<file path="src/rtl/handshake_responder.sv">
// Clocked four-phase req/ack responder: synchronises async requests, serves one
// channel at a time and reports each accepted event as a one-cycle pulse.
module handshake_responder #(
  parameter int unsigned size        = 2,
  parameter int unsigned sync_stages = 2,
  parameter int unsigned ack_delay   = 2,
  parameter int unsigned cnt_width   = 16,
  localparam int unsigned chan_w     = (size > 1) ? $clog2(size) : 1
) (
  input  logic                 clk,
  input  logic                 rst,
  input  logic [size-1:0]      req_in,
  output logic [size-1:0]      ack_out,
  output logic                 ev_valid,
  output logic [chan_w-1:0]    ev_chan,
  output logic [cnt_width-1:0] ev_count,
  output logic                 busy,
  output logic                 err_multi,
  output logic                 err_drop
);

  localparam int unsigned stages = (sync_stages < 2) ? 2 : sync_stages;
  localparam int unsigned dly_w  = (ack_delay > 0) ? $clog2(ack_delay + 1) : 1;

  typedef enum logic [1:0] {
    S_IDLE    = 2'd0,
    S_WAIT    = 2'd1,
    S_ACK     = 2'd2,
    S_RELEASE = 2'd3
  } state_t;

  state_t                 state, state_nxt;
  logic [chan_w-1:0]      chan, chan_nxt;
  logic [dly_w-1:0]       cnt, cnt_nxt;
  logic                   set_multi, set_drop;

  logic [stages*size-1:0] sync_q;
  logic [size-1:0]        req_s;
  logic                   req_multi;

  logic [size-1:0]        ack_nxt;
  logic                   ev_valid_nxt;
  logic [chan_w-1:0]      ev_chan_nxt;
  logic [cnt_width-1:0]   ev_count_nxt;
  logic                   busy_nxt;
  logic                   err_multi_nxt;
  logic                   err_drop_nxt;
  logic                   entering_ack;

  function automatic logic [chan_w-1:0] lowest_bit(input logic [size-1:0] v);
    lowest_bit = '0;
    for (int i = int'(size) - 1; i >= 0; i--) begin
      if (v[i]) lowest_bit = chan_w'(i);
    end
  endfunction

  // Synchroniser chain; the oldest slice is the request view the FSM uses.
  always_ff @(posedge clk) begin
    if (rst) sync_q <= '0;
    else     sync_q <= {sync_q[(stages-1)*size-1:0], req_in};
  end

  assign req_s     = sync_q[stages*size-1 -: size];
  assign req_multi = |(req_s & (req_s - size'(1)));

  // State register together with all registered outputs.
  always_ff @(posedge clk) begin
    if (rst) begin
      state     <= S_IDLE;
      chan      <= '0;
      cnt       <= '0;
      ack_out   <= '0;
      ev_valid  <= 1'b0;
      ev_chan   <= '0;
      ev_count  <= '0;
      busy      <= 1'b0;
      err_multi <= 1'b0;
      err_drop  <= 1'b0;
    end else begin
      state     <= state_nxt;
      chan      <= chan_nxt;
      cnt       <= cnt_nxt;
      ack_out   <= ack_nxt;
      ev_valid  <= ev_valid_nxt;
      ev_chan   <= ev_chan_nxt;
      ev_count  <= ev_count_nxt;
      busy      <= busy_nxt;
      err_multi <= err_multi_nxt;
      err_drop  <= err_drop_nxt;
    end
  end

  // Next-state logic.
  always_comb begin
    state_nxt = state;
    chan_nxt  = chan;
    cnt_nxt   = cnt;
    set_multi = 1'b0;
    set_drop  = 1'b0;
    unique case (state)
      S_IDLE: begin
        if (|req_s) begin
          chan_nxt  = lowest_bit(req_s);
          cnt_nxt   = dly_w'(ack_delay);
          set_multi = req_multi;
          state_nxt = (ack_delay == 0) ? S_ACK : S_WAIT;
        end
      end
      S_WAIT: begin
        if (!req_s[chan]) begin
          set_drop  = 1'b1;
          state_nxt = S_IDLE;
        end else if (cnt == dly_w'(1)) begin
          state_nxt = S_ACK;
        end else begin
          cnt_nxt = cnt - dly_w'(1);
        end
      end
      S_ACK: begin
        if (!req_s[chan]) state_nxt = S_RELEASE;
      end
      S_RELEASE: begin
        state_nxt = S_IDLE;
      end
      default: begin
        state_nxt = S_IDLE;
      end
    endcase
  end

  // Output values are derived from the upcoming state so they register in step with it.
  always_comb begin
    entering_ack  = (state_nxt == S_ACK) && (state != S_ACK);
    ack_nxt       = '0;
    if (state_nxt == S_ACK) ack_nxt = size'(1) << chan_nxt;
    ev_valid_nxt  = entering_ack;
    ev_chan_nxt   = entering_ack ? chan_nxt : ev_chan;
    ev_count_nxt  = ev_count;
    if (entering_ack && (ev_count != '1)) ev_count_nxt = ev_count + cnt_width'(1);
    busy_nxt      = (state_nxt != S_IDLE);
    err_multi_nxt = err_multi | set_multi;
    err_drop_nxt  = err_drop | set_drop;
  end

endmodule

</file>
<file path="config.mk">
export PLATFORM = sky130hd
export DESIGN_NAME = handshake_responder
export DESIGN_NICKNAME = d
export VERILOG_FILES = /design/src/rtl/handshake_responder.sv
export SDC_FILE = /design/constraint.sdc
export NUM_CORES = 1
export LEC_CHECK = 0
export CELL_PAD_IN_SITES_DETAIL_PLACEMENT = 1
export CELL_PAD_IN_SITES_GLOBAL_PLACEMENT = 1
export CORE_UTILIZATION = 36
export DETAILED_ROUTE_END_ITERATION = 10
export HOLD_SLACK_MARGIN = 0.1
export PLACE_DENSITY_LB_ADDON = 0.1
export RECOVER_POWER = 50
export SYNTH_ARGS = -nofsm -noshare
export SYNTH_HDL_FRONTEND = slang
export SYNTH_SLANG_ARGS = --single-unit
</file>
<file path="constraint.sdc">
create_clock -name clk -period 1.6 [get_ports clk]
set_input_delay 0.32 -clock clk [delete_from_list [all_inputs] [get_ports clk]]
set_output_delay 0.32 -clock clk [all_outputs]
set_load 0.02 [all_outputs]
</file>
==> results_dict.tcl <==
set metrics [dict create \
    period_share_pct 106 \
    ios 27 \
    synthesis.area_um2 1560 \
    cts.sinks 32 \
    ys_ff_latch 32 \
    drt_iter0_drc 39 \
    cp.arrival_ps 1910 \
    antenna_found_initial 0 \
    post-dp-hpwl_um 2910 \
    multi_input_area_um2 1030 \
    cts_root_buf "clkbuf_8" \
    rows 23 \
    cts-htree-levels 2 \
    synth-seq-area-share_pct 41.1 \
    cap_violations 0 \
    status "finished with violations" \
    r2r-start "cnt[1]" \
    cts_tree "built" \
    p_switching_uw 366 \
    gp_congestion 0.750 \
    placed_cells 260 \
    worstPathMaxFanout 5 \
    critPathSlowestCell "or4_4" \
    grt_pass1_vias 1518 \
    setup_slack_ps -95.0 \
    grt_first_pass_wirelength_um 6810 \
    p_leak_nw 1.08 \
    final-hold-violation-count 0 \
    die_y_um 67.8 \
    tightestPinTransition_ps 360 \
    rsz0062_at_grt "true" \
    clk_pin_slew_ps 70 \
    regArea_um2 683 \
    crit_chain "inv_2 -> ha_4 -> and3b_2 -> buf_6 -> nand4_4 -> or4_4 -> a21oi_2" \
    grt_max_degree 31 \
    synth_edf_count 0 \
    startpoint_type "flip-flop" \
    cp-end-kind "flip-flop" \
    ys.flop_type "dfxtp_1" \
    routed_via_density 5.31 \
    gr-total-overflow 0 \
    pwr-share-clk_pct 45.6 \
    path_buf_inv 2 \
    final.fill_count 455 \
    cts_hold_repair.buffers 0 \
    crit_path_start "cnt[1]" \
    irDropWorstVdd_uv 440 \
    power_per_cell_area_nw_per_um2 672 \
    fin_crit_ps 1700 \
    max_freq_mhz 590 \
    drtPass1Iterations 4 \
    finalSetupViolCount 9 \
    dieArea_um2 4600 \
    netSwitchingFraction_pct 21.8 \
    seqPwrFrac_pct 47.9 \
    relSlewSlack_pct 76.0 \
    routedWlPerCell_um 16.3 \
    required_ps 1820 \
    insertion_delay_ps 280 \
    yosys_warnings 0 \
    num_vias 1482 \
    worst-setup-path-type "flip-flop to flip-flop" \
    core_area_um2 4090 \
    ys_async_sr_fraction_pct 0 \
    dpl_cell_area_um2 2130 \
    nNetsFinal 234 \
    synthCells 163 \
    clock_path_buffers 2 \
    drt_wl_total_um 4540 \
    hp-class "flip-flop to flip-flop" \
    combPwrFrac_pct 6.4 \
    path_delay_family "simple AND/OR/NAND/NOR gates" \
    die_width_um 67.8 \
    drc 0 \
    drv_slew 0 \
    fin_area_um2 2500 \
    min_from "sync_q[0]" \
    synthToLayoutAreaGrowth_pct 60.1 \
    io_buffers 26 \
    syn_nets 169 \
    p_int_mw 1.31 \
    ant_nets 0 \
    final_cells 279 \
    drive_gt1_share_pct 44.5 \
    cts_buffers 5 \
    avgSynthCellArea_um2 9.56 \
    finClkSkew_ps 3.13 \
    ys_types 47 \
    critPathMaxStageDelay_ps 500 \
    start_util_pct 38.2 \
    n_antenna_cell 0 \
    globalRouteTotalUtil_pct 20.2 \
    violations "setup timing" \
]
==> synth_stat cells, types with 2 or more instances <==
cell type / number / share of area (%)
dfxtp_1: 32 / 41
nor2_1: 17 / 4.1
a21oi_1: 12 / 3.9
nor2b_1: 12 / 4.8
or4_1: 7 / 3.4
inv_1: 6 / 1.4
mux2_2: 6 / 4.3
nand2_1: 6 / 1.4
o31ai_1: 6 / 2.9
nand3_1: 4 / 1.3
a211oi_1: 3 / 1.4
clkbuf_1: 3 / 0.72
mux2i_1: 3 / 1.9
nand2b_1: 3 / 1.2
nand4_4: 3 / 4.1
a211o_1: 2 / 1.1
a31oi_1: 2 / 0.80
and4_1: 2 / 1.1
buf_4: 2 / 0.96
ha_1: 2 / 1.6
nor3_1: 2 / 0.64
o21ai_0: 2 / 0.64
or2_2: 2 / 0.80
==> layout by cell type (no fill, tap or decap), types with 2 or more instances in the layout <==
cell type | netlist | routed
nor4_4 | 1 | 2
mux2_4 | 1 | 7
buf_4 | 2 | 32
or4_4 | 0 | 3
inv_1 | 6 | 4
nor2_1 | 17 | 17
clkdlybuf4s50_1 | 0 | 10
o21ai_0 | 2 | 2
dfxtp_4 | 0 | 8
nand2b_1 | 3 | 3
nand2_1 | 6 | 5
a31oi_1 | 2 | 2
or4_1 | 7 | 4
ha_4 | 0 | 2
a21oi_1 | 12 | 10
dfxtp_1 | 32 | 14
a211o_1 | 2 | 2
mux2i_1 | 3 | 3
nor2b_1 | 12 | 11
buf_6 | 0 | 6
nor3_1 | 2 | 2
nand4_4 | 3 | 4
o31ai_1 | 6 | 5
dfxtp_2 | 0 | 10
a211oi_2 | 0 | 2
clkbuf_8 | 0 | 5
a21oi_2 | 1 | 2
dlygate4sd2_1 | 0 | 12
nand3_1 | 4 | 4
dlymetal6s2s_1 | 0 | 4
==> registers in the layout, summed over array words and instances, names as in the netlist <==
name,flops
ev_count,16
ev_valid,1
busy,1
err_multi,1
ack_out,2
cnt,2
ev_chan,1
state,2
err_drop,1
sync_q,4
chan,1
==> through the flow <==
| step | total power [mW] | setup TNS [ps] | setup slack [ps] | utilization, % | hold slack [ps] |
|---|---|---|---|---|---|
| after floorplan | 0.883 | -23.5 | -13.6 | - | 414 |
| after global placement | 0.919 | -165 | -49.3 | 52.1 | 447 |
| after detailed placement | 0.923 | -710 | -154 | 52.1 | 429 |
| after CTS | 1.69 | -407 | -90.4 | 56.6 | 456 |
| after global routing | 1.74 | -1400 | -193 | 61.1 | 476 |
| final | 1.68 | -493 | -95.0 | 61.1 | 453 |
==> final timing paths <==
| kind | end | slack [ps] | depth (start not counted) |
|---|---|---|---|
| hold / removal | sync_q[2] | 450 | 1 |
| hold reg to reg | sync_q[2] | 450 | 1 |
| setup reg to reg | ev_count[8] | -100 | 7 |
| setup / recovery | ev_count[8] | -100 | 7 |
==> per-layer routing <==
layer	global-route usage [%]	routed length, um	vias up	share of wire, %
met1	22.6	2040	723	45
met3	4.56	128	7	2.8
met5	0	0	-	0
li1	-	-	731	-
met4	9.11	61	0	1.3
met2	36.0	2310	21	51
==> cells by family after synthesis <==
logic type / count (synthesis) / share of synthesized area [%]
fa+ha+maj: 2 / 1.60
simple gates: 69 / 30.2
compound gates: 37 / 16.2
mux: 10 / 7.22
buf+inv: 13 / 3.69
flops: 32 / 41.1
==> timing repair <==
action,CTS,global route
gates cloned,0,0
gates resized for setup,31,28
buffers inserted,3,9
setup endpoints to repair,26,20
pin swaps,9,11
endpoints found under the hold margin,0,0
==> power groups by stage <==
stage,sequential [mW],combinational (mW),clock (mW)
after floorplan,0.829,0.0546,0
after global placement,0.825,0.0943,0
after detailed placement,0.825,0.0981,0
after CTS,0.808,0.101,0.783
after global routing,0.804,0.118,0.814
final,0.803,0.108,0.765
==> layout make-up <==
cell class / count / area share (%)
sequential: 32 / 27.4
clock buffer: 6 / 2.91
tap: 50 / 2.51
clock inverter: 2 / 1.40
timing repair buffer: 65 / 23.4
inverter: 6 / 1.00
multi-input combinational: 118 / 41.5
==> worst register-to-register path: stages, from the launching register on <==
cell and delay [ps]:
dfxtp_2 320, inv_2 60, ha_4 120, and3b_2 250, buf_6 130, nand4_4 110
or4_4 500, a21oi_2 130
No activity file was read; power rests on OpenSTA's default activity.
